## config.mk

```make
export PLATFORM = sky130hd
export DESIGN_NAME = counter_cmd_core
export DESIGN_NICKNAME = d
export VERILOG_FILES = /design/src/rtl/counter_cmd_pkg.sv /design/src/rtl/counter_cmd_core_bcd.sv /design/src/rtl/counter_cmd_core.sv
export SDC_FILE = /design/constraint.sdc
export NUM_CORES = 1
export LEC_CHECK = 0
export BUFFER_PORTS_ARGS = -buffer_cell sky130_fd_sc_hd__clkbuf_2
export CORE_MARGIN = 2
export CORE_UTILIZATION = 30
export CTS_CLUSTER_DIAMETER = 120
export DETAILED_ROUTE_END_ITERATION = 16
export PLACE_DENSITY = 0.43
export SLEW_MARGIN = 15
export SYNTH_ARGS = -nofsm -noshare
export SYNTH_HDL_FRONTEND = slang
export SYNTH_SLANG_ARGS = --single-unit
```

## constraint.sdc

```tcl
create_clock -name clk -period 4.95 [get_ports clk]
set_input_delay 0.99 -clock clk [delete_from_list [all_inputs] [get_ports clk]]
set_output_delay 0.99 -clock clk [all_outputs]
set_load 0.02 [all_outputs]
```

## src/rtl/counter_cmd_pkg.sv

```systemverilog
// Shared constants and state types for the stopwatch command core.
// The optional status readout is enabled by defining COUNTER_CMD_STATUS_EN.
package counter_cmd_pkg;

    localparam logic [7:0] CMD_RUN   = 8'h72;
    localparam logic [7:0] CMD_CLR   = 8'h63;
    localparam logic [7:0] CMD_MODE  = 8'h6D;
    localparam logic [7:0] CMD_STAT  = 8'h73;

    localparam logic [7:0] ASCII_OFS = 8'h30;
    localparam logic [7:0] CASE_OFS  = 8'h20;
    localparam logic [7:0] ASCII_LF  = 8'h0A;

    typedef enum logic {
        STOP,
        RUN
    } ctrl_state_t;

    typedef enum logic [1:0] {
        IDLE,
        SEND,
        GUARD,
        STATUS
    } tx_state_t;

endpackage

```

## src/rtl/counter_cmd_core_bcd.sv

```systemverilog
// Multi-digit BCD up/down counter with per-digit carry/borrow and a
// one-cycle wrap pulse when the count rolls past either end of its range.
module bcd_updown_counter #(
    parameter int DIGITS = 4
) (
    input  logic                  clk,
    input  logic                  rst,
    input  logic                  step,
    input  logic                  dir,
    input  logic                  clr,
    output logic [4*DIGITS-1:0]   count_bcd,
    output logic                  wrap
);

    logic [4*DIGITS-1:0] count_q, count_d;
    logic                wrap_q, wrap_d;
    logic                chain;
    logic [3:0]          digit;

    // Next count: clear wins over a step; the ripple flag walks up the digits
    always_comb begin
        count_d = count_q;
        wrap_d  = 1'b0;
        chain   = 1'b1;
        digit   = 4'd0;
        if (clr) begin
            count_d = '0;
        end else if (step) begin
            for (int i = 0; i < DIGITS; i++) begin
                digit = count_q[4*i +: 4];
                if (chain) begin
                    if (!dir) begin
                        if (digit == 4'd9) begin
                            count_d[4*i +: 4] = 4'd0;
                        end else begin
                            count_d[4*i +: 4] = digit + 4'd1;
                            chain = 1'b0;
                        end
                    end else begin
                        if (digit == 4'd0) begin
                            count_d[4*i +: 4] = 4'd9;
                        end else begin
                            count_d[4*i +: 4] = digit - 4'd1;
                            chain = 1'b0;
                        end
                    end
                end
            end
            wrap_d = chain;
        end
    end

    // Count and wrap registers
    always_ff @(posedge clk or negedge rst) begin
        if (!rst) begin
            count_q <= '0;
            wrap_q  <= 1'b0;
        end else begin
            count_q <= count_d;
            wrap_q  <= wrap_d;
        end
    end

    assign count_bcd = count_q;
    assign wrap      = wrap_q;

endmodule

```

## src/rtl/counter_cmd_core.sv

```systemverilog
// Stopwatch control core: merges debounced buttons and UART command bytes,
// runs the BCD counter from a divided tick and echoes accepted commands.
// Defining COUNTER_CMD_STATUS_EN adds the 's' status readout over UART.
module counter_cmd_core #(
    parameter int         DIGITS   = 4,
    parameter int         TICK_DIV = 10_000_000,
    parameter logic [7:0] CMD_RUN  = 8'h72,
    parameter logic [7:0] CMD_CLR  = 8'h63,
    parameter logic [7:0] CMD_MODE = 8'h6D
) (
    input  logic                clk,
    input  logic                rst,
    input  logic                btn_run,
    input  logic                btn_clear,
    input  logic                btn_mode,
    input  logic [7:0]          rx_data,
    input  logic                rx_done,
    input  logic                tx_busy,
    output logic                tx_start,
    output logic [7:0]          tx_data,
    output logic                run,
    output logic                mode,
    output logic [4*DIGITS-1:0] count_bcd,
    output logic                wrap
);

    import counter_cmd_pkg::*;

    localparam int             TW        = $clog2(TICK_DIV);
    localparam logic [TW-1:0]  TICK_LAST = TW'(TICK_DIV - 1);

    logic cmd_run, cmd_clr, cmd_mode, ack_cmd;
    logic run_evt, clr_evt, mode_evt;
    logic tick;

    ctrl_state_t   state_q, state_d;
    logic          mode_q, mode_d;
    logic [TW-1:0] tick_cnt_q, tick_cnt_d;

    tx_state_t     tx_state_q, tx_state_d;
    logic          tx_start_q, tx_start_d;
    logic [7:0]    tx_data_q, tx_data_d;
    logic          pend_q, pend_d;
    logic [7:0]    pend_byte_q, pend_byte_d;

    assign cmd_run  = rx_done && (rx_data == CMD_RUN);
    assign cmd_clr  = rx_done && (rx_data == CMD_CLR);
    assign cmd_mode = rx_done && (rx_data == CMD_MODE);
    assign ack_cmd  = cmd_run || cmd_clr || cmd_mode;

    assign run_evt  = btn_run   || cmd_run;
    assign clr_evt  = btn_clear || cmd_clr;
    assign mode_evt = btn_mode  || cmd_mode;

    assign tick = (state_q == RUN) && (tick_cnt_q == TICK_LAST);

`ifdef COUNTER_CMD_STATUS_EN
    localparam int SW = $clog2(DIGITS + 1);

    logic                cmd_stat;
    logic                stat_act_q, stat_act_d;
    logic [SW-1:0]       stat_idx_q, stat_idx_d;
    logic [4*DIGITS-1:0] snap_q, snap_d;
    logic [3:0]          stat_digit;

    assign cmd_stat = rx_done && (rx_data == CMD_STAT);
`endif

    // Run/stop toggle, mode toggle and the tick divider
    always_comb begin
        state_d    = state_q;
        mode_d     = mode_q ^ mode_evt;
        tick_cnt_d = tick_cnt_q;
        if (run_evt) begin
            state_d = (state_q == RUN) ? STOP : RUN;
        end
        if (clr_evt) begin
            tick_cnt_d = '0;
        end else if (state_q == RUN) begin
            tick_cnt_d = tick ? '0 : tick_cnt_q + TW'(1);
        end
    end

    // Control and tick registers
    always_ff @(posedge clk or negedge rst) begin
        if (!rst) begin
            state_q    <= STOP;
            mode_q     <= 1'b0;
            tick_cnt_q <= '0;
        end else begin
            state_q    <= state_d;
            mode_q     <= mode_d;
            tick_cnt_q <= tick_cnt_d;
        end
    end

    bcd_updown_counter #(
        .DIGITS (DIGITS)
    ) u_counter (
        .clk       (clk),
        .rst       (rst),
        .step      (tick),
        .dir       (mode_q),
        .clr       (clr_evt),
        .count_bcd (count_bcd),
        .wrap      (wrap)
    );

    // Transmit sequencing: launch one byte, then wait for the UART busy cycle
    always_comb begin
        tx_state_d  = tx_state_q;
        tx_start_d  = 1'b0;
        tx_data_d   = tx_data_q;
        pend_d      = pend_q;
        pend_byte_d = pend_byte_q;
`ifdef COUNTER_CMD_STATUS_EN
        stat_act_d  = stat_act_q;
        stat_idx_d  = stat_idx_q;
        snap_d      = snap_q;
        stat_digit  = 4'd0;
        for (int i = 0; i < DIGITS; i++) begin
            if (stat_idx_q == SW'(DIGITS - 1 - i)) begin
                stat_digit = snap_q[4*i +: 4];
            end
        end
`endif
        case (tx_state_q)
            IDLE: begin
`ifdef COUNTER_CMD_STATUS_EN
                if (stat_act_q) begin
                    tx_state_d = STATUS;
                end else
`endif
                if (pend_q && !tx_busy) begin
                    tx_start_d = 1'b1;
                    tx_data_d  = pend_byte_q;
                    pend_d     = 1'b0;
                    tx_state_d = SEND;
                end
            end
            SEND: begin
                if (tx_busy) begin
                    tx_state_d = GUARD;
                end
            end
            GUARD: begin
                if (!tx_busy) begin
                    tx_state_d = IDLE;
                end
            end
            STATUS: begin
`ifdef COUNTER_CMD_STATUS_EN
                if (!tx_busy) begin
                    tx_start_d = 1'b1;
                    tx_state_d = SEND;
                    if (stat_idx_q == SW'(DIGITS)) begin
                        tx_data_d  = ASCII_LF;
                        stat_act_d = 1'b0;
                    end else begin
                        tx_data_d  = ASCII_OFS + {4'd0, stat_digit};
                        stat_idx_d = stat_idx_q + SW'(1);
                    end
                end
`else
                tx_state_d = IDLE;
`endif
            end
            default: tx_state_d = IDLE;
        endcase
        if (ack_cmd) begin
            pend_d      = 1'b1;
            pend_byte_d = rx_data - CASE_OFS;
        end
`ifdef COUNTER_CMD_STATUS_EN
        if (cmd_stat && !stat_act_q) begin
            stat_act_d = 1'b1;
            stat_idx_d = '0;
            snap_d     = count_bcd;
        end
`endif
    end

    // Transmit registers
    always_ff @(posedge clk or negedge rst) begin
        if (!rst) begin
            tx_state_q  <= IDLE;
            tx_start_q  <= 1'b0;
            tx_data_q   <= 8'h00;
            pend_q      <= 1'b0;
            pend_byte_q <= 8'h00;
        end else begin
            tx_state_q  <= tx_state_d;
            tx_start_q  <= tx_start_d;
            tx_data_q   <= tx_data_d;
            pend_q      <= pend_d;
            pend_byte_q <= pend_byte_d;
        end
    end

`ifdef COUNTER_CMD_STATUS_EN
    // Status burst registers
    always_ff @(posedge clk or negedge rst) begin
        if (!rst) begin
            stat_act_q <= 1'b0;
            stat_idx_q <= '0;
            snap_q     <= '0;
        end else begin
            stat_act_q <= stat_act_d;
            stat_idx_q <= stat_idx_d;
            snap_q     <= snap_d;
        end
    end
`endif

    assign run      = (state_q == RUN);
    assign mode     = mode_q;
    assign tx_start = tx_start_q;
    assign tx_data  = tx_data_q;

endmodule

```

Yosys cells after proc, flatten, opt, wreduce, memory -nomap -nowiden
Index checks and enable logic that the tools add are counted.
{ "word_totals": {"reg_bits": 63, "output_inout_bits": 28} }
{ "classes": {"n_eq_ne": 14, "muxes": 53, "bitwise_logic": 1, "addsub": 10, "n_reduce_logical": 29} }
{ "ops": {"columns": ["operator", "n"], "rows": [
  ["$mux W24", 3],
  ["$mux W4", 15],
  ["$mux W16", 2],
  ["$mux W1", 29],
  ["$add A24 B1 Y24 const B", 1],
  ["$eq A24 B24 Y1 const B", 1],
  ["$eq A8 B7 Y1 const B", 3],
  ["$add A4 B1 Y4 const B", 4],
  ["$eq A4 B4 Y1 const B", 4],
  ["$logic_not A4 Y1", 4],
  ["$sub A4 B1 Y4 const B", 4],
  ["$reduce_bool A2 Y1", 7],
  ["$reduce_and A2 Y1", 5],
  ["$pmux W2 S4", 1],
  ["$sub A8 B6 Y8 const B", 1],
  ["$mux W2", 3],
  ["$ne A2 B2 Y1 const B", 3],
  ["$logic_and A1 B1 Y1", 5],
  ["$logic_or A1 B1 Y1", 5],
  ["$eq A2 B2 Y1 const B", 2],
  ["$reduce_and A3 Y1", 1],
  ["$eq A2 B1 Y1 const B", 1],
  ["$logic_not A2 Y1", 1],
  ["$logic_not A1 Y1", 1],
  ["$xor A1 B1 Y1", 1]
]} }

Longest topological paths before layout
{ "logic_depth": {"ltp_word": 14, "ltp_mapped": 8} }

By module
From an unflattened synthesis, not the netlist that was laid out.
{ "hier_totals": {"cells_unflattened": 422, "hier_area_um2": 4022.6} }
{ "by_module_without_submodules": {"columns": ["module", "seq_area_each_um2", "area_each_um2", "instances", "cells_each"], "rows": [
  ["counter_cmd_core", 1151.1, 2572.5, 1, 254],
  ["bcd_updown_counter", 425.4, 1450.1, 1, 168]
]} }

Worst setup path before layout
No wires, ideal clock.
{ "synth_path": {"path_kind": "input-to-reg", "startpoint": "input rx_data[7]", "endpoint": "register tick_cnt_q[9]", "t_arrival_ps": 2563, "setup_slack_ps": 2309, "setup_time_ps": 78, "path_stages": 6, "path_cell_list": "and4b_1 > clkbuf_1 > a311oi_2 > or2_2 > or4_1 > a21oi_1"} }
{ "synth_via": {"elab_chain_len": 4, "elab_cells_between_ends": 5, "classes_between": "1 x eq/ne; 1 x mux; 3 x reduce/logical"} }
{ "synth_lines": {"columns": ["item", "line_no", "rtl"], "rows": [
  ["from (decl)", "counter_cmd_core.sv:16", "input logic [7:0] rx_data,"],
  ["$eq A8 B7 Y1 (*)", "counter_cmd_core.sv:47", "assign cmd_clr = rx_done && (rx_data == CMD_CLR);"],
  ["$logic_and A1 B1 Y1 (*)", "counter_cmd_core.sv:47", null],
  ["$logic_or A1 B1 Y1 (*)", "counter_cmd_core.sv:52", "assign clr_evt = btn_clear || cmd_clr;"],
  ["$mux W24 / $reduce_bool A2 Y1 (equally long branches)", null, null],
  ["to (signal assigned)", "counter_cmd_core.sv:93", "tick_cnt_q <= tick_cnt_d;"],
  ["to (decl)", "counter_cmd_core.sv:38", "logic [TW-1:0] tick_cnt_q, tick_cnt_d;"]
]} }
Every way passes the cells marked *; elsewhere a longest branch is shown, timed or not.
A chain may end at the register's enable or synchronous reset.

Worst setup path in the final report
{ "layout_path": {"startpoint": "register mode_q, in the netlist mode", "endpoint": "register u_counter.count_q[12], in the netlist u_counter.count_bcd[12]"} }
{ "layout_via": {"elab_chain_len": 11, "elab_cells_between_ends": 17, "classes_between": "15 x mux; 2 x reduce/logical"} }
{ "layout_lines": {"columns": ["item", "line_no", "rtl"], "rows": [
  ["from (decl)", "counter_cmd_core.sv:37", "logic mode_q, mode_d;"],
  ["from (signal assigned)", "counter_cmd_core.sv:92", "mode_q <= mode_d;"],
  ["$mux W1", "counter_cmd_core_bcd.sv:32", "if (!dir) begin"],
  ["$mux W1", "counter_cmd_core_bcd.sv:28", "end else if (step) begin"],
  ["$mux W1", "counter_cmd_core_bcd.sv:26", "if (clr) begin"],
  ["$mux W1", "counter_cmd_core_bcd.sv:31", "if (chain) begin"],
  ["$mux W1", "counter_cmd_core_bcd.sv:28", null],
  ["$mux W1", "counter_cmd_core_bcd.sv:26", null],
  ["$mux W1", "counter_cmd_core_bcd.sv:31", null],
  ["$mux W1", "counter_cmd_core_bcd.sv:28", null],
  ["$mux W1", "counter_cmd_core_bcd.sv:26", null],
  ["$reduce_bool A2 Y1 (no line)", null, null],
  ["$reduce_and A2 Y1 (no line)", null, null],
  ["to (signal assigned)", "counter_cmd_core_bcd.sv:59", "count_q <= count_d;"],
  ["to (decl)", "counter_cmd_core_bcd.sv:15", "logic [4*DIGITS-1:0] count_q, count_d;"]
]} }
Parallel ways exist; a longest one is shown, timed or not. The select of a mux whose other input is x is not followed.

==> impl_metrics.tcl <==
set metrics [dict create \
    cts_tree "built" \
    avgViaCountPerCell 5.056 \
    cts_made_buffers 9 \
    max_freq_ghz 0.3601 \
    crit_buf_inv 1 \
    max_stage_delay_ns 0.60 \
    drive_gt1_share_pct 17.47 \
    critPathLaunch "mode$_DFF_PN0_" \
    start_util_pct 30.54 \
    drt_iter0_markers 189 \
    totalWireLength_mm 9.292 \
    synth_ff_type "dfrtp_1" \
    crit_path_end_kind "register" \
    critPathMaxFanout 30 \
    peakVddDrop_mv 0.2275 \
    setup_viol 0 \
    hold_viol 0 \
    grt_max_degree 53 \
    synth_common_cells "dfrtp_1, nor2_1, nand2_1" \
    post-place-ws_ns 1.987 \
    synth_most_common_cell "dfrtp_1" \
    ys_seq_area_share_pct 41.24 \
    p_leak_nw 1.913 \
    cts_sinks 63 \
    skew_ns 0.007305 \
    grt_pass1_vias 3026 \
    holdWs_ns 0.4737 \
    worstReg2RegStart "mode$_DFF_PN0_" \
    path_clk_slew_ns 0.05 \
    drcViolationCount 0 \
    place.port_buffers 42 \
    synth_area_per_cell_um2 9.166 \
    drv_slew 0 \
    cp.required_ns 5.12 \
    clock_path_buffers 2 \
    synth_area_leader_cell "dfrtp_1" \
    drt_pass1_iterations 4 \
    cp.arrival_ns 2.94 \
    utilization_pct 36.01 \
    dp_hpwl_mm 6.424 \
    rows 41 \
    synth.distinct_cells 57 \
    synth.area.top_cells "dfrtp_1, ha_1, nor2_1" \
    syn_inst 417 \
    fill_cells 1329 \
    setup_ws_ns 2.173 \
    grt_usage_pct 14.73 \
    yosys_warnings 0 \
    path_cells "buf_4, or4bb_1, a221o_1, or4_4, a21oi_1, a211oi_2" \
    clk_latency_ns 0.33 \
    wl_per_cell_um 14.75 \
    routabilityCongestion 0.7808 \
    postCtsResizedCells 0 \
    core_area_um2 12520 \
    period_share_pct 56.10 \
    synth_edf_count 0 \
    finalNetCount 487 \
    slew_headroom_pct 31.68 \
    cts_hold_buf 0 \
    synth-seq-cells 63 \
    maxCapViolCount 0 \
    hold_path.class "reg -> reg" \
    syn-cell-area_um2 3822 \
    vias 3185 \
    tns_ns 0 \
    min_from "pend_byte_q[2]$_DFFE_PN0P_" \
    die_w_um 116.9 \
    cts-root-buf "clkbuf_16" \
    htree_levels 3 \
    rsz0062_at_grt "no" \
    tightestPinTransition_ns 1.015 \
    post-cts-setup-buffers 0 \
    worst_path_dominant_cell_family "simple AND/OR/NAND/NOR gates" \
    fin_crit_ns 2.777 \
    cp-start-kind "register" \
    ant_nets 0 \
    grt_first_pass_wirelength_mm 15.54 \
    critPathKind "reg -> reg" \
    async_reset_ff_share_pct 100.0 \
    power-per-cell-area_nw_per_um2 363.9 \
    io_pins 43 \
    die_area_um2 13660 \
    syn2layout_area_growth_pct 17.91 \
    status "finished, final reports clean" \
    antenna_found_initial 0 \
    synth_top_area_share_pct 41.24 \
    die_h_um 116.9 \
    grt_overflow 0 \
    crit_path_top_delay_cell "dfrtp_1" \
    antenna_cells 0 \
    syn_nets 450 \
]
tightest hold or removal path, stage by stage, from the launching register on:
cell and delay, ns:
dfrtp_1 0.34, nand2_1 0.05, nand2_1 0.06
state kept, by name, indices dropped and copies added (netlist names):
signal / flops
u_counter.count_bcd: 16
tx_start: 1
run: 1
tick_cnt_q: 24
mode: 1
u_counter.wrap: 1
tx_state_q: 2
pend_q: 1
pend_byte_q: 8
tx_data: 8
power breakdown:
| part | switching (mW) | internal (mW) | total (mW) |
|---|---|---|---|
| sequential | 0.0573 | 0.565 | 0.623 |
| combinational | 0.209 | 0.130 | 0.339 |
| clock | 0.228 | 0.450 | 0.678 |
cell type report:
type | instances | area [µm²] | area share, %
Sequential cell | 63 | 1577 | 34.98
Inverter | 15 | 56.30 | 1.249
Multi-Input combinational cell | 320 | 2113 | 46.89
Tap cell | 172 | 215.2 | 4.775
Clock inverter | 4 | 70.07 | 1.555
Timing Repair Buffer | 45 | 232.7 | 5.164
Clock buffer | 11 | 242.7 | 5.386
cells in the final DEF (no fill, tap or decap), types with 9 or more instances in the layout:
master / n
a211oi_1: 10
a21oi_1: 27
clkbuf_16: 9
clkbuf_2: 41
dfrtp_1: 63
ha_1: 18
inv_1: 15
nand2_1: 35
nand3_1: 16
nor2_1: 43
nor3_1: 11
o21ai_0: 25
xnor2_1: 14
xor2_1: 9
metal layers:
metal  vias to the layer above  part of all wire (%)  track usage, %
met4                         0                  0.66           4.157
met5                         -                     0               0
li1                       1569                     -               -
met1                      1561                    48           19.59
met3                         6                   3.7           4.377
met2                        49                    47           23.43
metrics by stage:
step,area (µm²),std cells,power (mW)
after CTS,4507,630,1.668
after global placement,4194,615,0.9739
after global routing,4507,630,1.738
after floorplan,3822,417,0.8664
final,4507,630,1.640
after detailed placement,4194,615,0.9730
final timing paths:
check,end,slack (ns),depth (start not counted)
max,u_counter.count_bcd[12]$_DFFE_PN0P_,2.17,6
min,pend_byte_q[2]$_DFFE_PN0P_,0.47,2
max reg2reg,u_counter.count_bcd[12]$_DFFE_PN0P_,2.17,6
min reg2reg,pend_byte_q[2]$_DFFE_PN0P_,0.47,2
max in group asynchronous,tx_data[2]$_DFFE_PN0P_,3.43,2
min in group asynchronous,u_counter.count_bcd[10]$_DFFE_PN0P_,0.54,1
cells by family after synthesis:
group | synth area share (%)
compound gates | 14.34
xor+xnor | 5.270
fa+ha+maj | 5.892
buf+inv | 3.470
flops | 41.24
mux | 3.404
simple gates | 26.38
Power figures use the tool's default switching activity.
